--- src/rtl/match_index_extractor_pkg.sv ---
// Shared types and width helpers for the match-vector datapath
// (multiplier, index extractor and reporting logic).
package match_index_extractor_pkg;

    localparam int N_DEFAULT = 30;

    typedef enum logic [1:0] {
        IDLE = 2'd0,
        SCAN = 2'd1,
        EMIT = 2'd2,
        DONE = 2'd3
    } state_e;

    function automatic int calc_w(input int n);
        return 2 * n;
    endfunction

    function automatic int calc_idxw(input int w);
        return $clog2(w);
    endfunction

    // One extra code point so a fully set vector still fits.
    function automatic int calc_cntw(input int w);
        return $clog2(w + 1);
    endfunction

endpackage

--- src/rtl/match_index_extractor_lsb_priority_encoder.sv ---
// Combinational lowest-set-bit finder over a W-bit vector.
// Reports the index of the lowest one and whether any bit is set.
module lsb_priority_encoder
    import match_index_extractor_pkg::*;
#(
    parameter  int W    = 60,
    localparam int IDXW = calc_idxw(W)
) (
    input  logic [W-1:0]    vec_in,
    output logic [IDXW-1:0] idx,
    output logic            any_set
);

    // Scanning downward lets the lowest set bit overwrite all higher ones.
    always_comb begin
        idx = '0;
        for (int i = W - 1; i >= 0; i--) begin
            if (vec_in[i]) begin
                idx = IDXW'(i);
            end
        end
    end

    assign any_set = |vec_in;

endmodule

--- src/rtl/match_index_extractor.sv ---
// Streams out the bit positions of a captured match vector, lowest first,
// over a valid/ready handshake, then pulses done with the match count.
module match_index_extractor
    import match_index_extractor_pkg::*;
#(
    parameter  int N    = N_DEFAULT,
    localparam int W    = calc_w(N),
    localparam int IDXW = calc_idxw(W),
    localparam int CNTW = calc_cntw(W)
) (
    input  logic            clk,
    input  logic            rst_n,
    input  logic            start,
    input  logic [W-1:0]    match_in,
    output logic            busy,
    output logic            idx_valid,
    output logic [IDXW-1:0] idx,
    input  logic            idx_ready,
    output logic            done,
    output logic [CNTW-1:0] match_count
);

    state_e          state_q, state_d;
    logic [W-1:0]    vec_q, vec_d;
    logic [IDXW-1:0] idx_q, idx_d;
    logic            idx_valid_q, idx_valid_d;
    logic [CNTW-1:0] cnt_q, cnt_d;

    logic [IDXW-1:0] enc_idx;
    logic            enc_any;
    logic [W-1:0]    vec_cleared;

    lsb_priority_encoder #(
        .W (W)
    ) u_enc (
        .vec_in  (vec_q),
        .idx     (enc_idx),
        .any_set (enc_any)
    );

    assign vec_cleared = vec_q & ~(W'(1) << enc_idx);

    always_comb begin
        state_d     = state_q;
        vec_d       = vec_q;
        idx_d       = idx_q;
        idx_valid_d = idx_valid_q;
        cnt_d       = cnt_q;
        unique case (state_q)
            IDLE: begin
                if (start) begin
                    vec_d   = match_in;
                    cnt_d   = '0;
                    state_d = SCAN;
                end
            end
            SCAN: begin
                if (enc_any) begin
                    idx_d       = enc_idx;
                    vec_d       = vec_cleared;
                    idx_valid_d = 1'b1;
                    state_d     = EMIT;
                end else begin
                    state_d = DONE;
                end
            end
            EMIT: begin
                if (idx_valid_q && idx_ready) begin
                    cnt_d = cnt_q + CNTW'(1);
                    // Remaining vector already excludes the index on the bus.
                    if (enc_any) begin
                        idx_d = enc_idx;
                        vec_d = vec_cleared;
                    end else begin
                        idx_valid_d = 1'b0;
                        state_d     = DONE;
                    end
                end
            end
            DONE: begin
                state_d = IDLE;
            end
            default: begin
                state_d = IDLE;
            end
        endcase
    end

    always_ff @(posedge clk or negedge rst_n) begin
        if (!rst_n) begin
            state_q     <= IDLE;
            vec_q       <= '0;
            idx_q       <= '0;
            idx_valid_q <= 1'b0;
            cnt_q       <= '0;
        end else begin
            state_q     <= state_d;
            vec_q       <= vec_d;
            idx_q       <= idx_d;
            idx_valid_q <= idx_valid_d;
            cnt_q       <= cnt_d;
        end
    end

    assign busy        = (state_q != IDLE);
    assign done        = (state_q == DONE);
    assign idx_valid   = idx_valid_q;
    assign idx         = idx_q;
    assign match_count = cnt_q;

endmodule

--- config.mk ---
export PLATFORM = sky130hd
export DESIGN_NAME = match_index_extractor
export DESIGN_NICKNAME = d
export VERILOG_FILES = /design/src/rtl/match_index_extractor_pkg.sv /design/src/rtl/match_index_extractor_lsb_priority_encoder.sv /design/src/rtl/match_index_extractor.sv
export SDC_FILE = /design/constraint.sdc
export NUM_CORES = 1
export LEC_CHECK = 0
export BUFFER_PORTS_ARGS = -buffer_cell sky130_fd_sc_hd__buf_2
export CAP_MARGIN = 15
export CORE_UTILIZATION = 45
export DETAILED_ROUTE_END_ITERATION = 8
export GPL_TIMING_DRIVEN = 0
export PLACE_DENSITY = 0.73
export RECOVER_POWER = 50
export SETUP_SLACK_MARGIN = 0.05
export SYNTH_ARGS = -nofsm -noshare
export SYNTH_HDL_FRONTEND = slang
export SYNTH_SLANG_ARGS = --single-unit
--- constraint.sdc ---
create_clock -name clk -period 6.8 [get_ports clk]
set_input_delay 2.04 -clock clk [delete_from_list [all_inputs] [get_ports clk]]
set_output_delay 2.04 -clock clk [all_outputs]
set_load 0.1 [all_outputs]
==> results by group <==
Status
  – Outcome: finished, violations left
  – Failing checks: max-capacitance violations, max-slew violations

STA
  – RSZ-0062 raised after global routing: no
  – Final Cycle Share: just over 60%
  – Setup TNS: 0 ns
  – Worst rel slew slack: -20.1%
  – Fmax: 236 MHz
  – Worst Max-Slew Pin Slew: 1.80 ns
  – Max-slew violations: 30
  – Final setup viols: 0
  – Hold WS: between 0.5 and 0.6 ns
  – Final hold vios: 0
  – Final min period: about 4.2 ns
  – Setup Skew: around 0.012 ns

Floorplan
  – Initial Utilization: between 40% and 50%
  – Total die area: about 0.01 mm2
  – # rows: 35
  – Core area: around 0.0093 mm2
  – Ports: 79
  – Die X: between 100 and 150 um
  – Die Y: between 100 and 150 um

GRT
  – Gr usage total: between 20% and 30%
  – Vias in the first global route: just over 4000
  – Antenna violations before repair: 0
  – Gr ovfl total: 0
  – First-pass GRT wire length: ~21 mm
  – Pin count of the biggest net entering global routing: 47

Drt
  – Vias/cell: 6.07
  – First-pass iteration count of the detailed router: 5
  – Final Routed Wirelength: about 13 mm
  – Residual DRC: 0
  – Initial drt markers: between 300 and 400
  – Routed length per instance: about 19 um
  – Vias post-DR: 4297
  – ANT nets after route: 0

Final layout
  – Fill cells: ~850
  – Commonest non-fill, non-tap cell in the layout: buf_2
  – Most frequent cells in the layout: buf_2 (80), dfrtp_1 (75), nand2_1 (60), nor2_1 (47), a21oi_1 (36)
  – Ant. Diodes: 0
  – Post-route cell area: ~0.0052 mm2
  – Proportion of layout cells with a drive suffix above 1: 20.6%
  – Area delta synth->final: 18.7%
  – Sequential cell area: ~0.0019 mm2
  – Fin util: a little under three fifths
  – Multi-input gate area: between 0.002 and 0.0025 mm2
  – Nets@finish: 644

Clock tree
  – CTS Sinks: 75
  – CTS H-Tree Depth: 3
  – CTS Root Cell: clkbuf_8
  – Worst skew pair latency: roughly 0.36 ns
  – Clock-pin slew of the registers on the worst-case setup and hold paths: around 0.08 ns
  – Inserted Clock Buffers: 9
  – Post-CTS setup buffer count: 0
  – CTS resizes: 0
  – CTS tree: built
  – CTS Buffer Depth: 2
  – CTS Hold Bufs: 0

Yosys
  – #FFs+latches synth: between 70 and 80
  – Net Count, Synth: approximately 550
  – Synth Instances: about 480
  – Post-synth EDFFs: 0
  – Yosys Warn Count: 0
  – Fraction of registers with async set/reset: 100%
  – Top cells by area, synth: dfrtp_1 (43%), mux2i_1 (6.6%), nand2_1 (5.1%)
  – Avg Cell Area, Syn: 9.05 um2
  – Largest area contributor in the netlist: dfrtp_1
  – Post-synth top flop: dfrtp_1
  – Share of the synthesized area in the top cell type: 42.8%
  – Post-synthesis sequential area ratio: about 43%
  – Mapped cell area: around 0.0044 mm2
  – Count of cell types in the netlist: 64

Critical path
  – Critical Path AT: 4.50 ns
  – Worst EP required: between 7 and 8 ns
  – Crit path max fanout: 10
  – Kind of critical path: input port to flop
  – Crit start category: input port
  – CP Capture Type: flop

Power
  – Leak Pwr: approximately 0.0022 uW
  – Comb pwr share: between 40% and 50%
  – Int Pwr: between 1000 and 1500 uW
  – Switching pwr: around 850 uW
  – Clock power frac: a little under a quarter
  – Sequential power share: roughly 33%
  – Switching share of total power: between 40% and 50%
  – PD cells: around 360 mW/mm2
  – Peak VDD IR: ~0.20 mV

Place
  – Placed inst area: roughly 0.0050 mm2
  – Post-DP HPWL: roughly 10 mm
  – Port Buffer Count: 78
  – Final RePlAce weighted congestion: between 0.9 and 1

Worst hold path
  – Min-Delay Path Class: flop to flop

Job
  – Max Cap Viol: 1
==> worst max-delay path: stages <==
cell      delay (ns)
buf_2           0.09
a21boi_0        0.55
nor3_1          0.23
nand2b_1        0.18
clkbuf_1        0.54
clkbuf_1        0.57
nand2_1         0.11
o221ai_1        0.19
==> final timing paths <==
check,start,to,slack [ns],cells after the start
min in group asynchronous,rst_n,vec_q[15]$_DFFE_PN0P_,2.16,1
worst max register to register,state_q[0]$_DFFE_PN0P_,vec_q[49]$_DFFE_PN0P_,3.46,9
worst max-delay path,idx_ready,vec_q[49]$_DFFE_PN0P_,2.57,8
worst min-delay path,idx[2]$_DFFE_PN0P_,idx[2]$_DFFE_PN0P_,0.51,1
worst min register to register,idx[2]$_DFFE_PN0P_,idx[2]$_DFFE_PN0P_,0.51,1
max in group asynchronous,rst_n,vec_q[2]$_DFFE_PN0P_,3.60,1
==> final cells by class <==
class / count / share of cell area (%)
tap: 129 / 3.10
sequential: 75 / 36.1
multi-input combinational: 370 / 45.3
buffer: 14 / 1.08
clock inverter: 5 / 1.92
clock buffer: 11 / 2.72
inverter: 25 / 1.80
timing repair buffer: 79 / 8.01
==> metrics by stage <==
step                      setup slack [ns]  cells  total power, uW
after global routing                  2.42    708             1930
after global placement                2.46    691             1400
after floorplan                       3.08    484             1170
final                                 2.57    708             1850
after CTS                             2.77    708             1840
after detailed placement              2.41    692             1420
==> layer usage <==
metal | track usage (%) | vias up | wire length [um]
met5 | 0 | - | 0
met4 | 12.0 | 0 | 436
met3 | 4.99 | 38 | 944
met2 | 44.7 | 209 | 6260
met1 | 37.3 | 2081 | 5710
li1 | - | 1969 | -
==> Yosys cell counts (7+ instances only) <==
master	instances
a21oi_1	36
clkbuf_1	11
dfrtp_1	75
inv_1	25
mux2i_1	29
nand2_1	60
nand2b_1	8
nor2_1	47
nor3_1	18
nor4_1	16
o21ai_0	20
o221ai_1	8
o31ai_1	7
==> cells by family after synthesis <==
family | Yosys count | synth area share, %
adder cells (fa/ha/maj) | 6 | 1.71
XOR/XNOR | 4 | 0.800
multiplexers | 35 | 8.17
flip-flops | 75 | 42.8
buffers and inverters | 39 | 3.43
AO/OA/AOI/OAI | 127 | 19.8
AND/OR/NAND/NOR | 198 | 23.3
==> power by group through the flow <==
stage               combinational (uW)  clock, uW  sequential, uW
floorplan                          404          0             762
global placement                   795          0             609
detailed placement                 801          0             616
CTS                                804        428             607
global route                       862        446             621
finish                             816        424             611
==> flip-flops by register name, indices dropped and copies added, names as in the netlist <==
name	count
vec_q	60
idx	6
match_count	6
state_q	2
idx_valid	1
No activity file was read; power rests on OpenSTA's default activity.
